**src/rtl/axil_fifos_rx_pkg.sv**
```systemverilog
// Shared constants and types for the AXI-Lite receive-FIFO read port.
// Register offsets within a slot window, response codes, FSM states and the out-of-range filler word.
package axil_fifos_rx_pkg;

   localparam logic [7:0]  ISR_OFFSET  = 8'h00;
   localparam logic [7:0]  TDFV_OFFSET = 8'h0C;
   localparam logic [7:0]  RDFO_OFFSET = 8'h1C;
   localparam logic [7:0]  RDFD_OFFSET = 8'h20;
   localparam logic [7:0]  RLR_OFFSET  = 8'h24;
   localparam logic [31:0] SLOT_STRIDE = 32'h100;

   localparam logic [1:0]  RRESP_OKAY   = 2'b00;
   localparam logic [1:0]  RRESP_DECERR = 2'b11;

   localparam logic [31:0] FILLER_WORD  = 32'hBEEF_DEAD;

   typedef enum logic [1:0] {
      ST_IDLE,
      ST_FETCH,
      ST_RESP
   } rx_state_e;

endpackage

```
**src/rtl/axil_fifos_rx_decode.sv**
```systemverilog
// Combinational address decode: region hit, ROM window, slot index and data-pop offset.
module axil_fifos_rx_decode
   import axil_fifos_rx_pkg::*;
#(
   parameter int          num_fifos_p   = 2,
   parameter logic [31:0] base_addr_p   = 32'h0,
   parameter int          index_width_p = 4
) (
   input  logic [31:0]              addr,
   output logic                     in_range,
   output logic                     is_rom,
   output logic [index_width_p-1:0] slot_idx,
   output logic                     is_rdfd
);

   localparam logic [32:0] region_bytes_lp = 33'd1 << (index_width_p + 8);
   localparam logic [31:0] num_fifos_lp    = num_fifos_p;

   logic [31:0] off;

   // The 33-bit compare keeps a region ending exactly at 2^32 from wrapping.
   always_comb begin
      off      = addr - base_addr_p;
      in_range = (addr >= base_addr_p) && ({1'b0, off} < region_bytes_lp);
      slot_idx = off[8 +: index_width_p];
      is_rom   = (32'(slot_idx) >= num_fifos_lp);
      is_rdfd  = (off[7:0] == RDFD_OFFSET);
   end

endmodule

```
**src/rtl/axil_fifos_rx_port.sv**
```systemverilog
// AXI-Lite read slave exposing per-slot rx FIFO pops, status registers and a ROM window.
// Define AXIL_FIFOS_RX_DECERR_EN to answer out-of-range reads with DECERR instead of the filler word.
module axil_fifos_rx_port
   import axil_fifos_rx_pkg::*;
#(
   parameter int          num_fifos_p   = 2,
   parameter logic [31:0] base_addr_p   = 32'h0,
   parameter int          index_width_p = 4,
   parameter int          data_width_p  = 32
) (
   input  logic                                clk_i,
   input  logic                                reset_i,
   input  logic [31:0]                         araddr_i,
   input  logic                                arvalid_i,
   output logic                                arready_o,
   output logic [data_width_p-1:0]             rdata_o,
   output logic [1:0]                          rresp_o,
   output logic                                rvalid_o,
   input  logic                                rready_i,
   input  logic [num_fifos_p-1:0]              rx_v_i,
   input  logic [num_fifos_p*data_width_p-1:0] rx_data_i,
   output logic [num_fifos_p-1:0]              rx_ready_o,
   output logic [31:0]                         rd_addr_o,
   input  logic [num_fifos_p*data_width_p-1:0] mon_data_i,
   input  logic [data_width_p-1:0]             rom_data_i
);

   rx_state_e                 state_r, state_n;
   logic [31:0]               rd_addr_r;
   logic [data_width_p-1:0]   rdata_r;
   logic [1:0]                rresp_r;
   logic [data_width_p-1:0]   stale_r [num_fifos_p];

   logic                      dec_in_range;
   logic                      dec_is_rom;
   logic [index_width_p-1:0]  dec_slot_idx;
   logic                      dec_is_rdfd;

   logic [data_width_p-1:0]   fetch_data;
   logic [1:0]                fetch_resp;
   logic [num_fifos_p-1:0]    fetch_pop;

   axil_fifos_rx_decode #(
      .num_fifos_p   (num_fifos_p),
      .base_addr_p   (base_addr_p),
      .index_width_p (index_width_p)
   ) decode (
      .addr     (rd_addr_r),
      .in_range (dec_in_range),
      .is_rom   (dec_is_rom),
      .slot_idx (dec_slot_idx),
      .is_rdfd  (dec_is_rdfd)
   );

   // An empty FIFO replays the last word popped from that slot instead of stalling the host.
   always_comb begin
      fetch_data = '0;
      fetch_resp = RRESP_OKAY;
      fetch_pop  = '0;
      if (!dec_in_range) begin
`ifdef AXIL_FIFOS_RX_DECERR_EN
         fetch_resp = RRESP_DECERR;
         fetch_data = '0;
`else
         fetch_data = data_width_p'(FILLER_WORD);
`endif
      end else if (dec_is_rom) begin
         fetch_data = rom_data_i;
      end else begin
         for (int n = 0; n < num_fifos_p; n++) begin
            if (dec_slot_idx == index_width_p'(n)) begin
               if (dec_is_rdfd) begin
                  if (rx_v_i[n]) begin
                     fetch_data   = rx_data_i[n*data_width_p +: data_width_p];
                     fetch_pop[n] = 1'b1;
                  end else begin
                     fetch_data = stale_r[n];
                  end
               end else begin
                  fetch_data = mon_data_i[n*data_width_p +: data_width_p];
               end
            end
         end
      end
   end

   always_comb begin
      state_n    = state_r;
      arready_o  = 1'b0;
      rvalid_o   = 1'b0;
      rx_ready_o = '0;
      unique case (state_r)
         ST_IDLE: begin
            arready_o = !reset_i;
            if (arvalid_i) state_n = ST_FETCH;
         end
         ST_FETCH: begin
            rx_ready_o = reset_i ? '0 : fetch_pop;
            state_n    = ST_RESP;
         end
         ST_RESP: begin
            rvalid_o = 1'b1;
            if (rready_i) state_n = ST_IDLE;
         end
         default: state_n = ST_IDLE;
      endcase
   end

   always_ff @(posedge clk_i) begin
      if (reset_i) begin
         state_r   <= ST_IDLE;
         rd_addr_r <= '0;
         rdata_r   <= '0;
         rresp_r   <= RRESP_OKAY;
         for (int n = 0; n < num_fifos_p; n++) stale_r[n] <= '0;
      end else begin
         state_r <= state_n;
         if (state_r == ST_IDLE && arvalid_i) rd_addr_r <= araddr_i;
         if (state_r == ST_FETCH) begin
            rdata_r <= fetch_data;
            rresp_r <= fetch_resp;
            for (int n = 0; n < num_fifos_p; n++) begin
               if (fetch_pop[n]) stale_r[n] <= rx_data_i[n*data_width_p +: data_width_p];
            end
         end
      end
   end

   assign rdata_o   = rdata_r;
   assign rresp_o   = rresp_r;
   assign rd_addr_o = rd_addr_r;

endmodule

```
**config.mk**
```make
export PLATFORM = sky130hd
export DESIGN_NAME = axil_fifos_rx_port
export DESIGN_NICKNAME = d
export VERILOG_FILES = /design/src/rtl/axil_fifos_rx_pkg.sv /design/src/rtl/axil_fifos_rx_decode.sv /design/src/rtl/axil_fifos_rx_port.sv
export SDC_FILE = /design/constraint.sdc
export NUM_CORES = 1
export LEC_CHECK = 0
export CAP_MARGIN = 5
export CORE_MARGIN = 2
export CORE_UTILIZATION = 44
export DETAILED_ROUTE_END_ITERATION = 8
export PLACE_DENSITY_LB_ADDON = 0.15
export SYNTH_ARGS = -nofsm -noshare
export SYNTH_HDL_FRONTEND = slang
export SYNTH_SLANG_ARGS = --single-unit
```
**constraint.sdc**
```tcl
create_clock -name clk_i -period 3.47 [get_ports clk_i]
set_clock_uncertainty 0.05 [all_clocks]
set_input_delay 0.347 -clock clk_i [delete_from_list [all_inputs] [get_ports clk_i]]
set_output_delay 0.347 -clock clk_i [all_outputs]
set_load 0.03 [all_outputs]
```
== Yosys cells after proc, flatten, opt, wreduce, memory -nomap -nowiden ==
Memories as Yosys holds them, arrays and structs flattened.
Index checks and enable logic that the tools add are counted.
Storage, ports and cells
  RAM bits: 64
  register bits: 66
  memories: 1
  output and inout port bits: 70
Operators by class
  equal/unequal tests: 6
  reduce and logical (&&, ||, !) cells: 6
  bitwise operators: 2
  $lt $le $gt $ge: 3
  muxes and demuxes: 35
Memory list
  stale_r: words 2, width 32, rd ports 2, clocked after Yosys merged registers in 0, wr ports 2, RTL line axil_fifos_rx_port.sv:32  | logic [data_width_p-1:0] stale_r [num_fifos_p];
Operators by type and width (count)
  $mux 32: 10
  $ge 32x1->1 const B: 1
  $lt 32x13->1 const B: 1
  $mux 1: 18
  $mux 2: 6
  $eq 8x6->1 const B: 1
  $pmux 2 s3: 1
  $eq 4x1->1 const B: 1
  $ge 4x2->1 const B: 1
  $logic_not 4->1: 1
  $ne 2x2->1 const B: 2
  $eq 2x1->1 const B: 1
  $eq 2x2->1 const B: 1
  $logic_and 1x1->1: 2
  $logic_not 2->1: 1
  $or 1x1->1: 2
  $reduce_and 2->1: 1
  $logic_not 1->1: 1

== Depth between registers and ports, before layout ==
  depth after elaboration: 10
  gate-level depth with buffers: 7
  depth with buffers taken out: 4

== Cells and area by module ==
From an unflattened synthesis, not the netlist that was laid out.
Unflattened totals
  cell total of the unflattened synthesis: 674
  area, all modules: 6836.6 µm²
By module, submodules not included
  axil_fifos_rx_port: instances 1, cells an instance 658, area an instance 6736.5 µm², sequential area each 3243.1 µm²
  axil_fifos_rx_decode: instances 1, cells an instance 16, area an instance 100.1 µm², sequential area each 0.0 µm²

== Worst setup path before layout ==
No wires, ideal clock.
  kind: register to register
  start: register rd_addr_r[5], in the netlist rd_addr_o[5]
  end: memory stale_r[0][0], enable pin
  arrival: 2.454 ns
  path buffers: 1
  setup slack: 0.576 ns
  required time: 3.030 ns
  cell stages (with the launch flop): 5
  path through: dfxtp_1 -> or4b_4 -> nor3_4 -> clkbuf_1 -> a41o_1
RTL lines
  start, declared: RTL line axil_fifos_rx_port.sv:29  | logic [31:0] rd_addr_r;
  start signal, assigned: RTL line axil_fifos_rx_port.sv:118  | if (state_r == ST_IDLE && arvalid_i) rd_addr_r <= araddr_i;
  end, declared: RTL line axil_fifos_rx_port.sv:32

== Final worst setup path ==
  start: register rd_addr_r[0], in the netlist rd_addr_o[0]
  end: output port rx_ready_o[1]
On the way
  cells in the longest elaborated chain, start to end: 7
Ends and longest elaborated chain
  parallel branches: the longest is 4 deep, another holds $ge 32x1->1
  $mux 2 (*): RTL line axil_fifos_rx_port.sv:60  | if (!dec_in_range) begin
  $mux 2 (*): RTL line axil_fifos_rx_port.sv:98  | rx_ready_o = reset_i ? '0 : fetch_pop;
  $mux 2 (*): RTL line axil_fifos_rx_port.sv:92  | unique case (state_r)
  end, declared: RTL line axil_fifos_rx_port.sv:22  | output logic [num_fifos_p-1:0] rx_ready_o,
Mark *: on every way between the ends.

==> summary.md <==
| Metric | Value |
|---|---|
| Setup TNS | `0 ns` |
| Vias/cell | `5.61` |
| Clk_lat worst skew | `0.41 ns` |
| Number of H-tree levels | `4` |
| Crit path required time | `3.07 ns` |
| Pre-CTS setup slack | `0.867 ns` |
| Vias in the first global route | `6059` |
| Total CTS buffers | `17` |
| Synth warnings | `0` |
| Area share of the largest cell type after synthesis | `29.4%` |
| Synth Instances | `660` |
| CTS resizes | `0` |
| Final wirelength | `21200 um` |
| Synth area leader | `edfxtp_1` |
| Worst reg2reg setup slack | `0.86 ns` |
| Share of cells above drive strength 1 | `9.75%` |
| Largest net degree at the start of global routing | `65` |
| Via Count | `6168` |
| Total Routing Usage GR | `26.3%` |
| Fin. Hold Viols | `0` |
| Tmin final | `3.06 ns` |
| Setup bufs post-CTS | `0` |
| Peak supply drop | `0.304 mV` |
| Fin crit share | `88.2%` |
| RePlAce Congestion | `0.908` |
| First-pass GRT wire length | `32600 um` |
| GRT Residual Overflow | `0` |
| First-pass DRT Iterations | `5` |
| Most frequent cell after synthesis | `nand2_1` |
| RSZ-0062 raised after global routing | `no` |
| # hold bufs at CTS | `0` |
| Post-synth ARST share | `0%` |
| Filler Cell Count | `1170` |
| Pwr dens | `432 nW/um^2` |
| Layout overhead on the synthesized area | `50.5%` |
| Met1 Usage GRT | `33.6%` |
| Synthesized area | `6540 sq um` |
| Placed insts | `1065` |
| Post-DRT Antenna Nets | `0` |
| Chip width | `126 um` |
| Ranking of synthesized cells by area | `edfxtp_1 (29%), dfxtp_1 (20%), mux2i_1 (11%)` |
| Worst-Margin Slew | `1.19 ns` |
| Status | `finished clean` |
| Yosys cell types | `32` |
| Kind of critical path | `reg2out` |
| Full die area | `15800 sq um` |
| Row cnt | `44` |
| Wirelength per Cell | `19.3 um` |
| Iteration-0 DRC Markers | `535` |
| # DRC | `0` |
| Final setup vio count | `0` |
| Starting Density | `45.0%` |
| Initial antenna violation count | `2` |
| Core ar. | `14500 sq um` |
| IO Pins | `268` |
| Post-layout worst setup margin | `0.409 ns` |
| Clock Tree Root | `clkbuf_16` |
| Crit path launch type | `flop` |
| Crit path arrival time | `2.66 ns` |
| #FFs+latches synth | `130` |
| Crit path capture type | `output pin` |
| Hold Path Class | `reg2reg` |
| GR Util met2 | `43.8%` |
| GRT busiest layer | `met2` |
| Maximum Capacitance Violations | `0` |
| Final nets | `1098` |
| Clock Sinks | `130` |
| Die Y | `126 um` |
| Most frequent cells after synthesis | `nand2_1 (123), mux2i_1 (72), and3_1 (66), dfxtp_1 (66), edfxtp_1 (64)` |
| Top FF cell, synth | `dfxtp_1` |
| Syn Area/Cell | `9.90 sq um` |
| Max Slew Vio Count | `0` |
| FMAX | `327 MHz` |
| EDFF count, synth | `64` |
| Clock slew at reported path FFs | `0.05 ns` |
| DPL Wire Length | `15600 um` |
| CTS max path bufs | `2` |
| Max FO, Critical Path | `12` |
| Slew Limit Headroom | `20.7%` |
| Post-route non-filler standard cell count | `1100` |
| Met3 Track Usage GR | `5.73%` |
| Port Buf Inserts | `265` |
| CTS tree | `done` |
| Sequential element share of the synthesized area | `49.6%` |
| Leak Pwr | `0.00406 uW` |
[logic make-up after synthesis]
| family | synth area share, % |
|---|---|
| other | 0.0574 |
| muxes | 16.7 |
| buffers and inverters | 4.17 |
| and+or+nand+nor | 17.7 |
| DFF | 49.6 |
| AOI/OAI and AO/OA | 11.7 |
[per-stage QoR]
stage / util, % / total power (uW) / hold slack (ns) / cell area (sq um)
after floorplan: - / 2180 / 0.419 / 6540
after global placement: 63.8 / 2610 / 0.391 / 9280
after detailed placement: 63.8 / 2620 / 0.391 / 9280
after CTS: 67.6 / 4270 / 0.404 / 9830
after global routing: 67.7 / 4400 / 0.436 / 9830
final: 67.7 / 4240 / 0.400 / 9840
[report_power, final]
| part | switching (uW) | internal (uW) | total, uW |
|---|---|---|---|
| Clock | 625 | 1030 | 1650 |
| Sequential | 40.3 | 1680 | 1720 |
| Combinational | 442 | 430 | 872 |
| Total | 1110 | 3140 | 4240 |
[worst paths after layout]
check,from,depth (start not counted),endpoint
setup reg to reg,rd_addr_o[0],5,stale_r[0][45]
hold reg to reg,rdata_o[1],2,rdata_o[1]
hold / removal,rdata_o[1],2,rdata_o[1]
setup / recovery,rd_addr_o[0],5,rx_ready_o[1]
[registers in the layout (all words and copies together) (netlist names)]
register and count:
rd_addr_o 32, rdata_o 32, stale_r 64, state_r 2
[per-layer routing]
layer	share of wire, %	vias up
li1	-	2910
met1	41	2917
met2	48	302
met3	7.8	39
met4	2.9	0
met5	0	-
[cells in the final DEF, fill, tap and decap left out, types with 32 or more instances in the layout]
cell type,count
a21oi_1,33
and3_1,66
clkdlybuf4s50_1,261
dfxtp_1,65
edfxtp_1,64
mux2_2,33
mux2i_1,72
nand2_1,123
o21ai_0,32
[cell type report]
type	instances	area, sq um	share of cell area, %
repair buffers	282	2770	28.1
well taps	184	230	2.34
clock buffers	27	524	5.33
inverters	3	11.3	0.114
multi-input cells	466	3030	30.8
clock inverters	5	25.0	0.254
diodes	3	7.51	0.0763
flip-flops and latches	130	3240	33.0
[worst max-delay path: stages (launching register included)]
cell     delay (ns)
dfxtp_1        0.31
or4_1          0.60
nor3_4         0.30
nor4b_4        0.62
and3_1         0.26
buf_4          0.16
Note: power is estimated with default switching activity, not from simulation.
